===== src/rtl/pulse_burst_sched_if.sv =====
// Bundle of request and status signals between requesters and the shared pulse scheduler.
// The requester side drives the request/configuration fields; the scheduler drives grant and status.
interface pulse_burst_sched_if #(
   parameter int NREQ  = 4,
   parameter int LEN_W = 8
);
   logic [NREQ-1:0]       req;
   logic [2*NREQ-1:0]     div_sel;
   logic [LEN_W*NREQ-1:0] len;
   logic [NREQ-1:0]       grant;
   logic                  busy;
   logic                  pulse_out;
   logic [LEN_W-1:0]      pulse_cnt;
   logic [NREQ-1:0]       done;

   modport master (
      output req, div_sel, len,
      input  grant, busy, pulse_out, pulse_cnt, done
   );

   modport slave (
      input  req, div_sel, len,
      output grant, busy, pulse_out, pulse_cnt, done
   );
endinterface


===== src/rtl/pulse_burst_sched.sv =====
// Shared pulse-generator controller: round-robin arbitration of one 4-bit divider among
// NREQ requesters, each asking for a burst of LEN pulses at /2, /4, /8 or /16.
module pulse_burst_sched #(
   parameter int NREQ  = 4,
   parameter int LEN_W = 8
) (
   input  logic                clk,
   input  logic                rst,
   pulse_burst_sched_if.slave  bus
);
   localparam int IW = (NREQ > 1) ? $clog2(NREQ) : 1;

   typedef enum logic [1:0] {IDLE, RUN, DONE} state_t;

   state_t           state_q;
   logic [NREQ-1:0]  grant_q;
   logic [NREQ-1:0]  done_q;
   logic [3:0]       cnt_q;
   logic [3:0]       mask_q;
   logic [LEN_W-1:0] pulse_cnt_q;
   logic [LEN_W-1:0] blen_q;
   logic [IW-1:0]    last_q;
   logic [IW-1:0]    idx_q;

   logic             anyReq_d;
   logic [IW-1:0]    selIdx_d;
   logic [IW:0]      candSum;
   logic [IW-1:0]    candIdx;
   logic [1:0]       selDiv_d;
   logic [3:0]       selMask_d;
   logic [LEN_W-1:0] selLen_d;
   logic             pulse;
   logic             lastPulse;

   // Round-robin search: first requesting index starting just after the last served one.
   always_comb begin
      anyReq_d = 1'b0;
      selIdx_d = '0;
      candSum  = '0;
      candIdx  = '0;
      for (int k = 1; k <= NREQ; k++) begin
         candSum = {1'b0, last_q} + (IW+1)'(k);
         if (candSum >= (IW+1)'(NREQ)) begin
            candSum = candSum - (IW+1)'(NREQ);
         end
         candIdx = candSum[IW-1:0];
         if (!anyReq_d && bus.req[candIdx]) begin
            anyReq_d = 1'b1;
            selIdx_d = candIdx;
         end
      end
   end

   // Pick out the divide select and burst length of the winning requester and form its mask.
   always_comb begin
      selDiv_d = '0;
      selLen_d = '0;
      for (int i = 0; i < NREQ; i++) begin
         if (selIdx_d == IW'(i)) begin
            selDiv_d = bus.div_sel[2*i +: 2];
            selLen_d = bus.len[LEN_W*i +: LEN_W];
         end
      end
      case (selDiv_d)
         2'd0:    selMask_d = 4'd1;
         2'd1:    selMask_d = 4'd3;
         2'd2:    selMask_d = 4'd7;
         default: selMask_d = 4'd15;
      endcase
   end

   // A pulse fires whenever all masked counter bits are set; the final one ends the burst.
   always_comb begin
      pulse     = (state_q == RUN) && ((cnt_q & mask_q) == mask_q);
      lastPulse = pulse && (pulse_cnt_q == (blen_q - LEN_W'(1)));
   end

   // Burst sequencer: grant, run the divider, then strobe done or abort back to idle.
   always_ff @(posedge clk or negedge rst) begin
      if (!rst) begin
         state_q     <= IDLE;
         grant_q     <= '0;
         done_q      <= '0;
         cnt_q       <= '0;
         mask_q      <= '0;
         pulse_cnt_q <= '0;
         blen_q      <= '0;
         last_q      <= IW'(NREQ-1);
         idx_q       <= '0;
      end else begin
         done_q <= '0;
         case (state_q)
            IDLE: begin
               if (anyReq_d) begin
                  idx_q       <= selIdx_d;
                  mask_q      <= selMask_d;
                  blen_q      <= selLen_d;
                  cnt_q       <= '0;
                  pulse_cnt_q <= '0;
                  if (selLen_d == '0) begin
                     state_q <= DONE;
                     grant_q <= '0;
                     done_q  <= NREQ'(1) << selIdx_d;
                  end else begin
                     state_q <= RUN;
                     grant_q <= NREQ'(1) << selIdx_d;
                  end
               end
            end
            RUN: begin
               cnt_q <= cnt_q + 4'd1;
               if (pulse) begin
                  pulse_cnt_q <= pulse_cnt_q + LEN_W'(1);
               end
               if (lastPulse) begin
                  state_q <= DONE;
                  grant_q <= '0;
                  done_q  <= NREQ'(1) << idx_q;
               end else if (!bus.req[idx_q]) begin
                  state_q <= IDLE;
                  grant_q <= '0;
                  last_q  <= idx_q;
               end
            end
            DONE: begin
               last_q  <= idx_q;
               state_q <= IDLE;
            end
            default: begin
               state_q <= IDLE;
               grant_q <= '0;
            end
         endcase
      end
   end

   assign bus.grant     = grant_q;
   assign bus.done      = done_q;
   assign bus.busy      = (state_q != IDLE);
   assign bus.pulse_out = pulse;
   assign bus.pulse_cnt = pulse_cnt_q;

endmodule


===== src/flat_wrapper.sv =====
// flat-port wrapper written by rule: the top's interface ports become plain ports
module pulse_burst_sched_flat 
#(
   parameter int NREQ  = 4,
   parameter int LEN_W = 8
)
  (clk, rst, bus_req, bus_div_sel, bus_len, bus_grant, bus_busy, bus_pulse_out, bus_pulse_cnt, bus_done);
  pulse_burst_sched_if #(.NREQ(NREQ), .LEN_W(LEN_W)) bus_i ();
  input  logic clk;
  input  logic rst;
  input wire logic [$bits(bus_i.req)-1:0] bus_req;
  input wire logic [$bits(bus_i.div_sel)-1:0] bus_div_sel;
  input wire logic [$bits(bus_i.len)-1:0] bus_len;
  output wire logic [$bits(bus_i.grant)-1:0] bus_grant;
  output wire logic [$bits(bus_i.busy)-1:0] bus_busy;
  output wire logic [$bits(bus_i.pulse_out)-1:0] bus_pulse_out;
  output wire logic [$bits(bus_i.pulse_cnt)-1:0] bus_pulse_cnt;
  output wire logic [$bits(bus_i.done)-1:0] bus_done;
  assign bus_i.req = bus_req;
  assign bus_i.div_sel = bus_div_sel;
  assign bus_i.len = bus_len;
  assign bus_grant = bus_i.grant;
  assign bus_busy = bus_i.busy;
  assign bus_pulse_out = bus_i.pulse_out;
  assign bus_pulse_cnt = bus_i.pulse_cnt;
  assign bus_done = bus_i.done;
  pulse_burst_sched #(.NREQ(NREQ), .LEN_W(LEN_W)) u_core (.clk(clk), .rst(rst), .bus(bus_i));
endmodule

===== config.mk =====
export PLATFORM = sky130hd
export DESIGN_NAME = pulse_burst_sched_flat
export DESIGN_NICKNAME = d
export VERILOG_FILES = /design/src/rtl/pulse_burst_sched_if.sv /design/src/rtl/pulse_burst_sched.sv /design/src/flat_wrapper.sv
export SDC_FILE = /design/constraint.sdc
export NUM_CORES = 1
export LEC_CHECK = 0
export BUFFER_PORTS_ARGS = -buffer_cell sky130_fd_sc_hd__buf_4
export CORE_ASPECT_RATIO = 0.75
export CORE_MARGIN = 1.5
export CORE_UTILIZATION = 47
export CTS_BUF_LIST = sky130_fd_sc_hd__clkbuf_4 sky130_fd_sc_hd__clkbuf_8 sky130_fd_sc_hd__clkbuf_16
export CTS_CLUSTER_SIZE = 24
export DETAILED_ROUTE_END_ITERATION = 6
export PLACE_DENSITY = 0.83
export SKIP_CTS_REPAIR_TIMING = 1
export SLEW_MARGIN = 20
export SYNTH_ARGS = -nofsm -noshare
export SYNTH_HDL_FRONTEND = slang
export SYNTH_SLANG_ARGS = --single-unit

===== constraint.sdc =====
create_clock -name clk -period 2.6 [get_ports clk]
set_input_delay 0.52 -clock clk [delete_from_list [all_inputs] [get_ports clk]]
set_output_delay 0.52 -clock clk [all_outputs]
set_load 0.005 [all_outputs]

==> reports/summary.txt, run 1 <==
drt wl/cell = 15.4 um
crit path buf inv count = 1
Multi-input gate area = 1480 um^2
critical path cell sequence = nand2b_1 -> a21o_1 -> nand3_4 -> a221oi_2 -> o22ai_1 -> nor4_4 -> buf_4 -> a41o_1
pre-CTS WS = -0.0537 ns
Worst Skew = 0.0102 ns
CTS tree = built
CP startpoint kind = flip-flop
Worst slew margin = 0.667
highest-count cells in the layout ignoring fill and taps = buf_4, dfrtp_1, nand2_1, nor2_1, and3_1
total congestion overflow = 0
Crit Path Category = flip-flop to flip-flop
routed wire length = 6450 um
Period minus WS final = 2.46 ns
complex-gate fraction of the synthesized area = 0.222
worst r2r dst = u_core.bus.done[0]
Rows = 22
final hold viol count = 0
first-pass GRT wire length = 10,600 um
adder-cell share of the synthesized area = 0.0152
post-DP HPWL = 4810 um
I/O pin cnt = 64
DP Area = 3090 um^2
YS warnings = 0
post-synthesis cell area = 2460 um^2
Yosys cell types = 48
Die Width = 86.6 um
Synth Net Count = 325
P_leak = 1.54 nW
Sink Count = 38
Seq cells post-synth = 38
Remaining DRCs = 0
Final Non-Filler Cells = 418
f_max = 0.406 GHz
RD Place Congestion = 0.826
CP delay by family, top = compound AO/OA/AOI/OAI gates
core footprint = 4980 um^2
status = completed
initial antenna violation count = 0
Die ar. = 5690 um^2
Worst-Margin Slew = 0.494 ns
post-synthesis sequential area ratio = 0.387
clock slew at reported path FFs = 0.07 ns
Pwr Density = 960 nW/um^2
Nets = 394
slowest CP cell = dfstp_2
predominant post-synthesis flop cell = dfrtp_1
largest family of logic cells by synthesized area = simple AND/OR/NAND/NOR gates
Worst EP required = 2.83 ns
# port buffers = 63
Root Buffer Master = clkbuf_8
Setup Viol. Count Final = 0
via/cell ratio = 5.63
Hold/Removal Path Class = primary input to async pin
Peak VDD IR = 0.525 mV
Post-DRT Antenna Nets = 0
Post-synth EDFFs = 0
RSZ-0062 raised after global routing = no
design area = 3280 um^2
max-cap viol count = 0
Chip Height = 65.7 um
Starting Density = 0.495
commonest non-fill, non-tap cell in the layout = buf_4
Final period util = 0.948
Post-Syn Instances = 276
Num CTS Buffers = 5
post-synthesis simple-gate area fraction = 0.239
Reg area = 953 um^2
Post-Synth XOR/XNOR Area = 0.0569
FF-to-FF Start = u_core.last_q[0]
reg-to-reg slack, setup = 0.14 ns
Clock Latency Late Sink = 0.29 ns
CP Capture Type = flip-flop
reg2reg path depth = 8
First DRT Iteration DRCs = 126
DR pass1 iterations = 4
Max clock buf depth = 2
vias = 2,352
P&R area growth vs syn = 32.9%
Avg Synthesized Cell Area = 8.93 um^2
placed instance count = 410
total global-route track usage = 0.239
async set or reset register ratio after synthesis = 1.00
layout cells sized above 1 = 0.332
# H-tree levels = 2
worst-path maximum fanout = 16
vias in the first global route = 2,202
fillers = 423
largest net degree at the start of global routing = 39
Final WS setup = 0.135 ns
Worst path max stage delay = 0.59 ns
post-layout util = 0.658
Final Max Tran Viols = 0
mux cell area share after synthesis = 0.0289
Worst EP arrival = 2.70 ns
diode count = 0
## worst max-delay path by stage
| stage | from | end | slack (ns) | cells after the start |
|---|---|---|---|---|
| 6_report | u_core.last_q[0] | u_core.bus.done[0] | 0.14 | 8 |
| 5_1_grt | u_core.last_q[1] | u_core.bus.done[3] | 0.003 | 9 |
| 3_5_place_dp | bus_req[0] | u_core.state_q[0] | -0.05 | 9 |
| 3_3_place_gp | bus_req[0] | u_core.bus.done[0] | 0.05 | 9 |
| 2_1_floorplan | u_core.last_q[1] | u_core.bus.done[0] | 0.15 | 9 |
| 4_1_cts | u_core.last_q[1] | u_core.bus.done[0] | 0.004 | 8 |
## report_power, final
| group | internal, W | leakage, nW | total [W] | switching [W] |
|---|---|---|---|---|
| Combinational | 0.000776 | 1.00 | 0.00171 | 0.000933 |
| Sequential | 0.000785 | 0.486 | 0.00101 | 0.000220 |
| Clock | 0.000224 | 0.0517 | 0.000431 | 0.000207 |
| Total | 0.00178 | 1.54 | 0.00314 | 0.00136 |
## worst register-to-register path, stage by stage, from the launching register on
cell and delay (ns):
dfstp_2 0.59, nand2b_1 0.13, a21o_1 0.19, nand3_4 0.25, a221oi_2 0.42, o22ai_1 0.16
nor4_4 0.29, buf_4 0.21, a41o_1 0.17
## layout make-up
| cell class | count | share of cell area |
|---|---|---|
| Inverter | 8 | 0.00916 |
| Multi-Input combinational cell | 210 | 0.452 |
| Clock inverter | 1 | 0.00153 |
| Tap cell | 72 | 0.0275 |
| Sequential cell | 38 | 0.291 |
| Timing Repair Buffer | 82 | 0.192 |
| Clock buffer | 7 | 0.0275 |
## metal layers
layer | part of all wire | track usage
met1 | 0.49 | 0.351
met2 | 0.43 | 0.364
met3 | 0.070 | 0.0389
met4 | 0.010 | 0.0605
met5 | 0 | 0
## cells in the mapped netlist, drive strengths merged, types with 2 or more instances
cell	count	area, um^2
nor4	3	33.8
ha	3	37.5
a31oi	2	12.5
nand2b	7	43.8
inv	8	30.0
nor2b	2	12.5
xnor2	7	61.3
a21oi	4	23.8
mux2i	6	60.1
a21o	3	22.5
a211oi	4	30.0
nand3	13	70.1
xor2	9	78.8
buf	3	33.8
and3	16	100
o22ai	8	50.1
nand2	30	113
dfstp	2	52.6
nand4	4	25.0
o2bb2ai	5	43.8
nand3b	2	15.0
o31ai	9	67.6
and4	2	17.5
dfrtp	36	901
clkbuf	17	63.8
a22o	2	17.5
a221oi	15	138
nor2	18	67.6
or2	3	18.8
nor3b	2	15.0
nor3	9	50.1
o21ai	13	76.3
## flip-flops by register name (all words and copies together) (netlist names)
register	count
u_core.cnt_q	4
u_core.state_q	2
u_core.mask_q	4
u_core.bus.pulse_cnt	8
u_core.bus.done	4
u_core.idx_q	2
u_core.blen_q	8
u_core.bus.grant	4
u_core.last_q	2
## kinds of logic after synthesis
group	count (synthesis)
AOI/OAI and AO/OA	72
buffers and inverters	28
DFF	38
xor gates and xnor gates	16
muxes	7
adders and majority gates	3
and+or+nand+nor	112
## through the flow
stage                     total power (W)  hold WS (ns)  TNS, ns
after floorplan                   0.00207         0.224        0
after global routing              0.00342         0.221        0
after CTS                         0.00303         0.191        0
after detailed placement          0.00259         0.444   -0.205
after global placement            0.00254         0.429        0
final                             0.00314         0.178        0
No activity file was read; power rests on OpenSTA's default activity.
==> run 2, diff against run 1 <==
==> constraint.sdc (replaced) <==
create_clock -name clk -period 2.6 [get_ports clk]
set_input_delay 0.26 -clock clk [delete_from_list [all_inputs] [get_ports clk]]
set_output_delay 0.26 -clock clk [all_outputs]
set_load 0.005 [all_outputs]
==> run 2 against run 1 <==
Net effect: power shrank 4.7%; utilization shrank 1.8 points; non-clock buffer count shrank 6; critical path depth is the same; design area shrank 2.8%; register-to-register slack is essentially flat; combinational power shrank 8%; sequential power is essentially flat; clock skew shrank 0.0026 ns; clock-buffer cell count grew 1; largest power group unchanged.
==> reports/summary.txt, run 2 (synthesized netlist as in run 1, its figures left out) <==
CP startpoint kind = flip-flop
hold depth = 3
Final Non-Filler Cells = 412 (-1.4%)
Worst Hold Margin = 0.369 ns (+0.192 ns)
Starting Density = 0.495 (unchanged)
Gate power share = 0.525 (-0.018)
P_leak = 1.50 nW (-3.0%)
design area = 3190 um^2 (-2.8%)
Peak VDD IR = 0.480 mV (-8.7%)
initial antenna violation count = 0 (unchanged)
Sink Count = 38 (unchanged)
worst-path maximum fanout = 10 (-6)
Setup Viol. Count Final = 0 (unchanged)
Worst-Margin Slew = 0.519 ns (+0.0255 ns)
Period minus WS final = 2.46 ns (-0.00122 ns)
highest-count cells in the layout ignoring fill and taps = buf_4, dfrtp_1, nand2_1, nor2_1, and3_1
status = completed
Met1 Wirelength = 3030 um (-3.3%)
Reg power frac = 0.335 (+0.015)
Worst Skew = 0.00755 ns (-0.00260 ns)
P_sw = 0.00130 W (-4.3%)
# port buffers = 63 (unchanged)
f_max = 0.406 GHz (about the same)
met3 WL post-DR = 488 um (+7.7%)
Final period util = 0.948 (about the same)
drt wl/cell = 15.1 um (-2.1%)
First DRT Iteration DRCs = 171 (+36%)
total congestion overflow = 0 (unchanged)
Worst slew margin = 0.654 (-0.0135)
highest metal used = met4
routed wire length = 6220 um (-3.5%)
Die ar. = 5690 um^2 (unchanged)
metal2 WL = 2650 um (-5.3%)
Clock Latency Late Sink = 0.28 ns (about the same)
critical path cell sequence = mux2i_1 -> o22ai_2 -> or2_4 -> a221oi_1 -> o22ai_1 -> nor4_4 -> buf_4 -> a41o_1
Clock power frac = 0.140 (+0.003)
# H-tree levels = 2 (unchanged)
Chip Height = 65.7 um (unchanged)
post-DP HPWL = 4680 um (-2.7%)
RD Place Congestion = 0.950 (+15%)
placed instance count = 403 (-1.7%)
Worst path max stage delay = 0.60 ns (about the same)
CTS tree = built
clock slew at reported path FFs = 0.07 ns (about the same)
Pwr Density = 940 nW/um^2 (-2.0%)
vias = 2,320 (-1.4%)
P&R area growth vs syn = 29.2%
first-pass GRT wire length = 10,100 um (-4.8%)
via/cell ratio = 5.63 (about the same)
DP Area = 3020 um^2 (-2.1%)
crit path buf inv count = 1 (unchanged)
diode count = 0 (unchanged)
slowest CP cell = dfstp_2
Int Pwr = 0.00169 W (-5.1%)
layout cells sized above 1 = 0.306 (-0.0265)
overall power = 0.00300 W (-4.7%)
CP Depth = 8 (unchanged)
switch share = 0.434 (+0.00201)
Rows = 22 (unchanged)
CP delay by family, top = compound AO/OA/AOI/OAI gates
final hold viol count = 0 (unchanged)
vias in the first global route = 2,110 (-4.2%)
DR pass1 iterations = 4 (unchanged)
Crit Path Category = flip-flop to flip-flop
reg2reg path depth = 8 (unchanged)
Die Width = 86.6 um (unchanged)
CP Capture Type = flip-flop
Num CTS Buffers = 5 (unchanged)
Post-DRT Antenna Nets = 0 (unchanged)
I/O pin cnt = 64 (unchanged)
max-cap viol count = 0 (unchanged)
reg-to-reg slack, setup = 0.14 ns (about the same)
RSZ-0062 raised after global routing = yes
Nets = 388 (-1.5%)
Max clock buf depth = 2 (unchanged)
Worst EP arrival = 2.69 ns (about the same)
Final Max Tran Viols = 0 (unchanged)
Root Buffer Master = clkbuf_8
largest net degree at the start of global routing = 39 (unchanged)
core footprint = 4980 um^2 (unchanged)
total global-route track usage = 0.227 (-0.0114)
Hold/Removal Path Class = primary input to flip-flop
Remaining DRCs = 0 (unchanged)
commonest non-fill, non-tap cell in the layout = buf_4
Worst EP required = 2.83 ns (about the same)
-- run 2: cell count changes in the layout (fill, tap and decap cells not counted), sizes merged --
cell         change
clkinv           -1
clkbuf           +1
buf              -7
dlygate4sd3      +1
-- run 2: worst paths after layout --
| path | start | endpoint |
|---|---|---|
| min reg2reg | u_core.mask_q[0] | u_core.mask_q[0] |
| min | bus_len[26] | u_core.blen_q[2] |
| max | u_core.last_q[1] | u_core.bus.done[0] |
| min in group asynchronous | rst | u_core.bus.pulse_cnt[4] |
| max reg2reg | u_core.last_q[1] | u_core.bus.done[0] |
| max in group asynchronous | rst | u_core.last_q[1] |
-- run 2: routing by layer --
layer / global-route usage / vias up
li1: - / 1146
met1: 0.340 / 1066
met2: 0.333 / 100
met3: 0.0427 / 8
met4: 0.0625 / 0
met5: 0 / -
-- run 2: power groups by stage --
stage	clock, W	sequential [W]	combinational [W]
finish	0.000419	0.00100	0.00157
detailed placement	0	0.00100	0.00149
global route	0.000449	0.00103	0.00176
floorplan	0	0.000922	0.00115
global placement	0	0.000995	0.00145
CTS	0.000421	0.000993	0.00149
-- run 2: cell type report --
cell class / count / area, um^2
fill: 427 / 1800
multi-input combinational: 210 / 1450
sequential: 38 / 953
timing repair buffer: 76 / 573
clock buffer: 8 / 91.3
tap: 72 / 90.1
inverter: 8 / 30.0
-- run 2: stage by stage --
stage / utilization / setup TNS, ns / setup slack (ns)
after floorplan: - / 0 / 0.154
after global placement: 0.606 / 0 / 0.149
after detailed placement: 0.606 / 0 / 0.0977
after CTS: 0.625 / 0 / 0.0716
after global routing: 0.639 / -0.0281 / -0.0202
final: 0.639 / 0 / 0.136
-- run 2: worst register-to-register path, cell delays in order, from the launching register on --
cell,delay (ns)
dfstp_2,0.60
mux2i_1,0.24
o22ai_2,0.14
or2_4,0.31
a221oi_1,0.30
o22ai_1,0.16
nor4_4,0.29
buf_4,0.20
a41o_1,0.17
==> run 3, diff against run 2 <==
--- a/config.mk
+++ b/config.mk
@@ -5,7 +5,7 @@
 export SDC_FILE = /design/constraint.sdc
 export NUM_CORES = 1
 export LEC_CHECK = 0
-export BUFFER_PORTS_ARGS = -buffer_cell sky130_fd_sc_hd__buf_4
+export BUFFER_PORTS_ARGS = -buffer_cell sky130_fd_sc_hd__buf_2
 export CORE_ASPECT_RATIO = 0.75
 export CORE_MARGIN = 1.5
 export CORE_UTILIZATION = 47
@@ -13,6 +13,7 @@
 export CTS_CLUSTER_SIZE = 24
 export DETAILED_ROUTE_END_ITERATION = 6
 export PLACE_DENSITY = 0.83
+export REMOVE_ABC_BUFFERS = 1
 export SKIP_CTS_REPAIR_TIMING = 1
 export SLEW_MARGIN = 20
 export SYNTH_ARGS = -nofsm -noshare
==> run 3 against run 2 <==
Net effect: die area did not move; first-iteration DRC count is 9.4% higher; non-clock buffer count up 3; critical endpoint unchanged.
==> reports/summary.txt, run 3 (synthesized netlist as in run 1, its figures left out) <==
via/cell ratio = 5.82 (+3.4%)
Worst EP required = 2.84 ns (about the same)
P_sw = 0.00143 W (+9.5%)
routed wire length = 6690 um (+7.5%)
FF-to-FF Start = u_core.last_q[0]
fillers = 404 (-5.4%)
# port buffers = 63 (unchanged)
CP startpoint kind = flip-flop
Remaining DRCs = 0 (unchanged)
Final Non-Filler Cells = 415 (+0.73%)
Rows = 22 (unchanged)
Max clock buf depth = 2 (unchanged)
Die ar. = 5690 um^2 (unchanged)
initial antenna violation count = 0 (unchanged)
status = completed
Peak VDD IR = 0.565 mV (+18%)
RD Place Congestion = 0.919 (-3.3%)
Clock power frac = 0.153 (+0.013)
Worst Skew = 0.00791 ns (+0.000355 ns)
worst r2r dst = u_core.bus.done[0]
P_leak = 1.50 nW (+0.37%)
Num CTS Buffers = 5 (unchanged)
Gate power share = 0.532 (+0.007)
first-pass GRT wire length = 10,700 um (+5.6%)
Starting Density = 0.495 (unchanged)
f_max = 0.410 GHz (+0.92%)
vias in the first global route = 2,277 (+7.9%)
Sink Count = 38 (unchanged)
Final Max Tran Viols = 0 (unchanged)
max-cap viol count = 0 (unchanged)
First DRT Iteration DRCs = 187 (+9.4%)
reg2reg path depth = 9 (+1)
Nets = 391 (+0.77%)
Root Buffer Master = clkbuf_8
layout cells sized above 1 = 0.329 (+0.0236)
Worst slew margin = 0.451 (-0.203)
core footprint = 4980 um^2 (unchanged)
final hold viol count = 0 (unchanged)
design area = 3130 um^2 (-1.6%)
total congestion overflow = 0 (unchanged)
largest net degree at the start of global routing = 39 (unchanged)
diode count = 0 (unchanged)
I/O pin cnt = 64 (unchanged)
DP Area = 2870 um^2 (-5.0%)
Final period util = 0.939 (-0.00862)
Post-DRT Antenna Nets = 0 (unchanged)
CTS tree = built
highest-count cells in the layout ignoring fill and taps = buf_2, dfrtp_1, nand2_1, nor2_1, and3_1
Crit Path Category = flip-flop to flip-flop
Clock Latency Late Sink = 0.30 ns (+0.02 ns)
worst-path maximum fanout = 11 (+1)
Hold/Removal Path Class = primary input to async pin
placed instance count = 404 (+0.25%)
Period minus WS final = 2.44 ns (-0.0224 ns)
Pwr Density = 1030 nW/um^2 (+9.8%)
clock slew at reported path FFs = 0.08 ns (about the same)
Int Pwr = 0.00181 W (+6.8%)
switch share = 0.441 (+0.00614)
P&R area growth vs syn = 27.1%
# H-tree levels = 2 (unchanged)
post-DP HPWL = 4620 um (-1.2%)
reg-to-reg slack, setup = 0.16 ns (+0.02 ns)
Setup Viol. Count Final = 0 (unchanged)
vias = 2,417 (+4.2%)
total global-route track usage = 0.244 (+0.0171)
Chip Height = 65.7 um (unchanged)
Worst-Margin Slew = 0.823 ns (+0.304 ns)
Reg power frac = 0.315 (-0.020)
commonest non-fill, non-tap cell in the layout = buf_2
Worst EP arrival = 2.68 ns (about the same)
drt wl/cell = 16.1 um (+6.8%)
DR pass1 iterations = 4 (unchanged)
CP Capture Type = flip-flop
Die Width = 86.6 um (unchanged)
run 3: per-stage QoR:
stage | setup WS, ns | util | setup TNS (ns) | power (W) | hold slack (ns)
2_1_floorplan | 0.00732 | - | 0 | 0.00198 | -0.0356
3_3_place_gp | 0.156 | 0.576 | 0 | 0.00245 | 0.403
3_5_place_dp | 0.0757 | 0.576 | 0 | 0.00250 | 0.415
4_1_cts | 0.0508 | 0.598 | 0 | 0.00300 | 0.0938
5_1_grt | -0.0184 | 0.629 | -0.0353 | 0.00347 | 0.143
6_report | 0.159 | 0.629 | 0 | 0.00323 | 0.0568
run 3: worst max path at each step:
stage,startpoint,endpoint,depth (start not counted)
after CTS,u_core.last_q[1],u_core.bus.done[0],8
after global placement,u_core.last_q[1],u_core.bus.done[0],8
after detailed placement,u_core.last_q[1],u_core.state_q[0],8
after floorplan,u_core.last_q[0],u_core.bus.done[0],7
after global routing,u_core.last_q[0],u_core.bus.done[0],9
final,u_core.last_q[0],u_core.bus.done[0],9
run 3: routing by layer:
| metal | up-vias | global-route usage | part of all wire |
|---|---|---|---|
| met5 | - | 0 | 0 |
| met4 | 0 | 0.0847 | 0.014 |
| met3 | 9 | 0.0515 | 0.057 |
| met2 | 80 | 0.387 | 0.46 |
| met1 | 1167 | 0.332 | 0.47 |
| li1 | 1161 | - | - |
run 3: area by class of cell:
| class | count | area, um^2 | area share |
|---|---|---|---|
| clock buffers | 5 | 68.8 | 0.0220 |
| clock inverters | 3 | 40.0 | 0.0128 |
| inverters | 8 | 30.0 | 0.00958 |
| multi-input cells | 210 | 1490 | 0.476 |
| flip-flops and latches | 38 | 953 | 0.304 |
| well taps | 72 | 90.1 | 0.0288 |
| repair buffers | 79 | 460 | 0.147 |
run 3: power groups by stage:
| stage | combinational, W | clock [W] | sequential (W) |
|---|---|---|---|
| 2_1_floorplan | 0.00103 | 0 | 0.000957 |
| 3_3_place_gp | 0.00145 | 0 | 0.00100 |
| 3_5_place_dp | 0.00148 | 0 | 0.00102 |
| 4_1_cts | 0.00149 | 0.000503 | 0.00101 |
| 5_1_grt | 0.00189 | 0.000526 | 0.00105 |
| 6_report | 0.00172 | 0.000495 | 0.00102 |
run 3: critical path, cell delays in order (launching register included):
cell and delay (ns):
dfstp_2 0.58, nand2b_1 0.14, nand2b_1 0.19, nand3_4 0.13, buf_12 0.17, a221oi_1 0.40, o22ai_1 0.22, nor4_4 0.15
buf_4 0.21, a41o_1 0.18
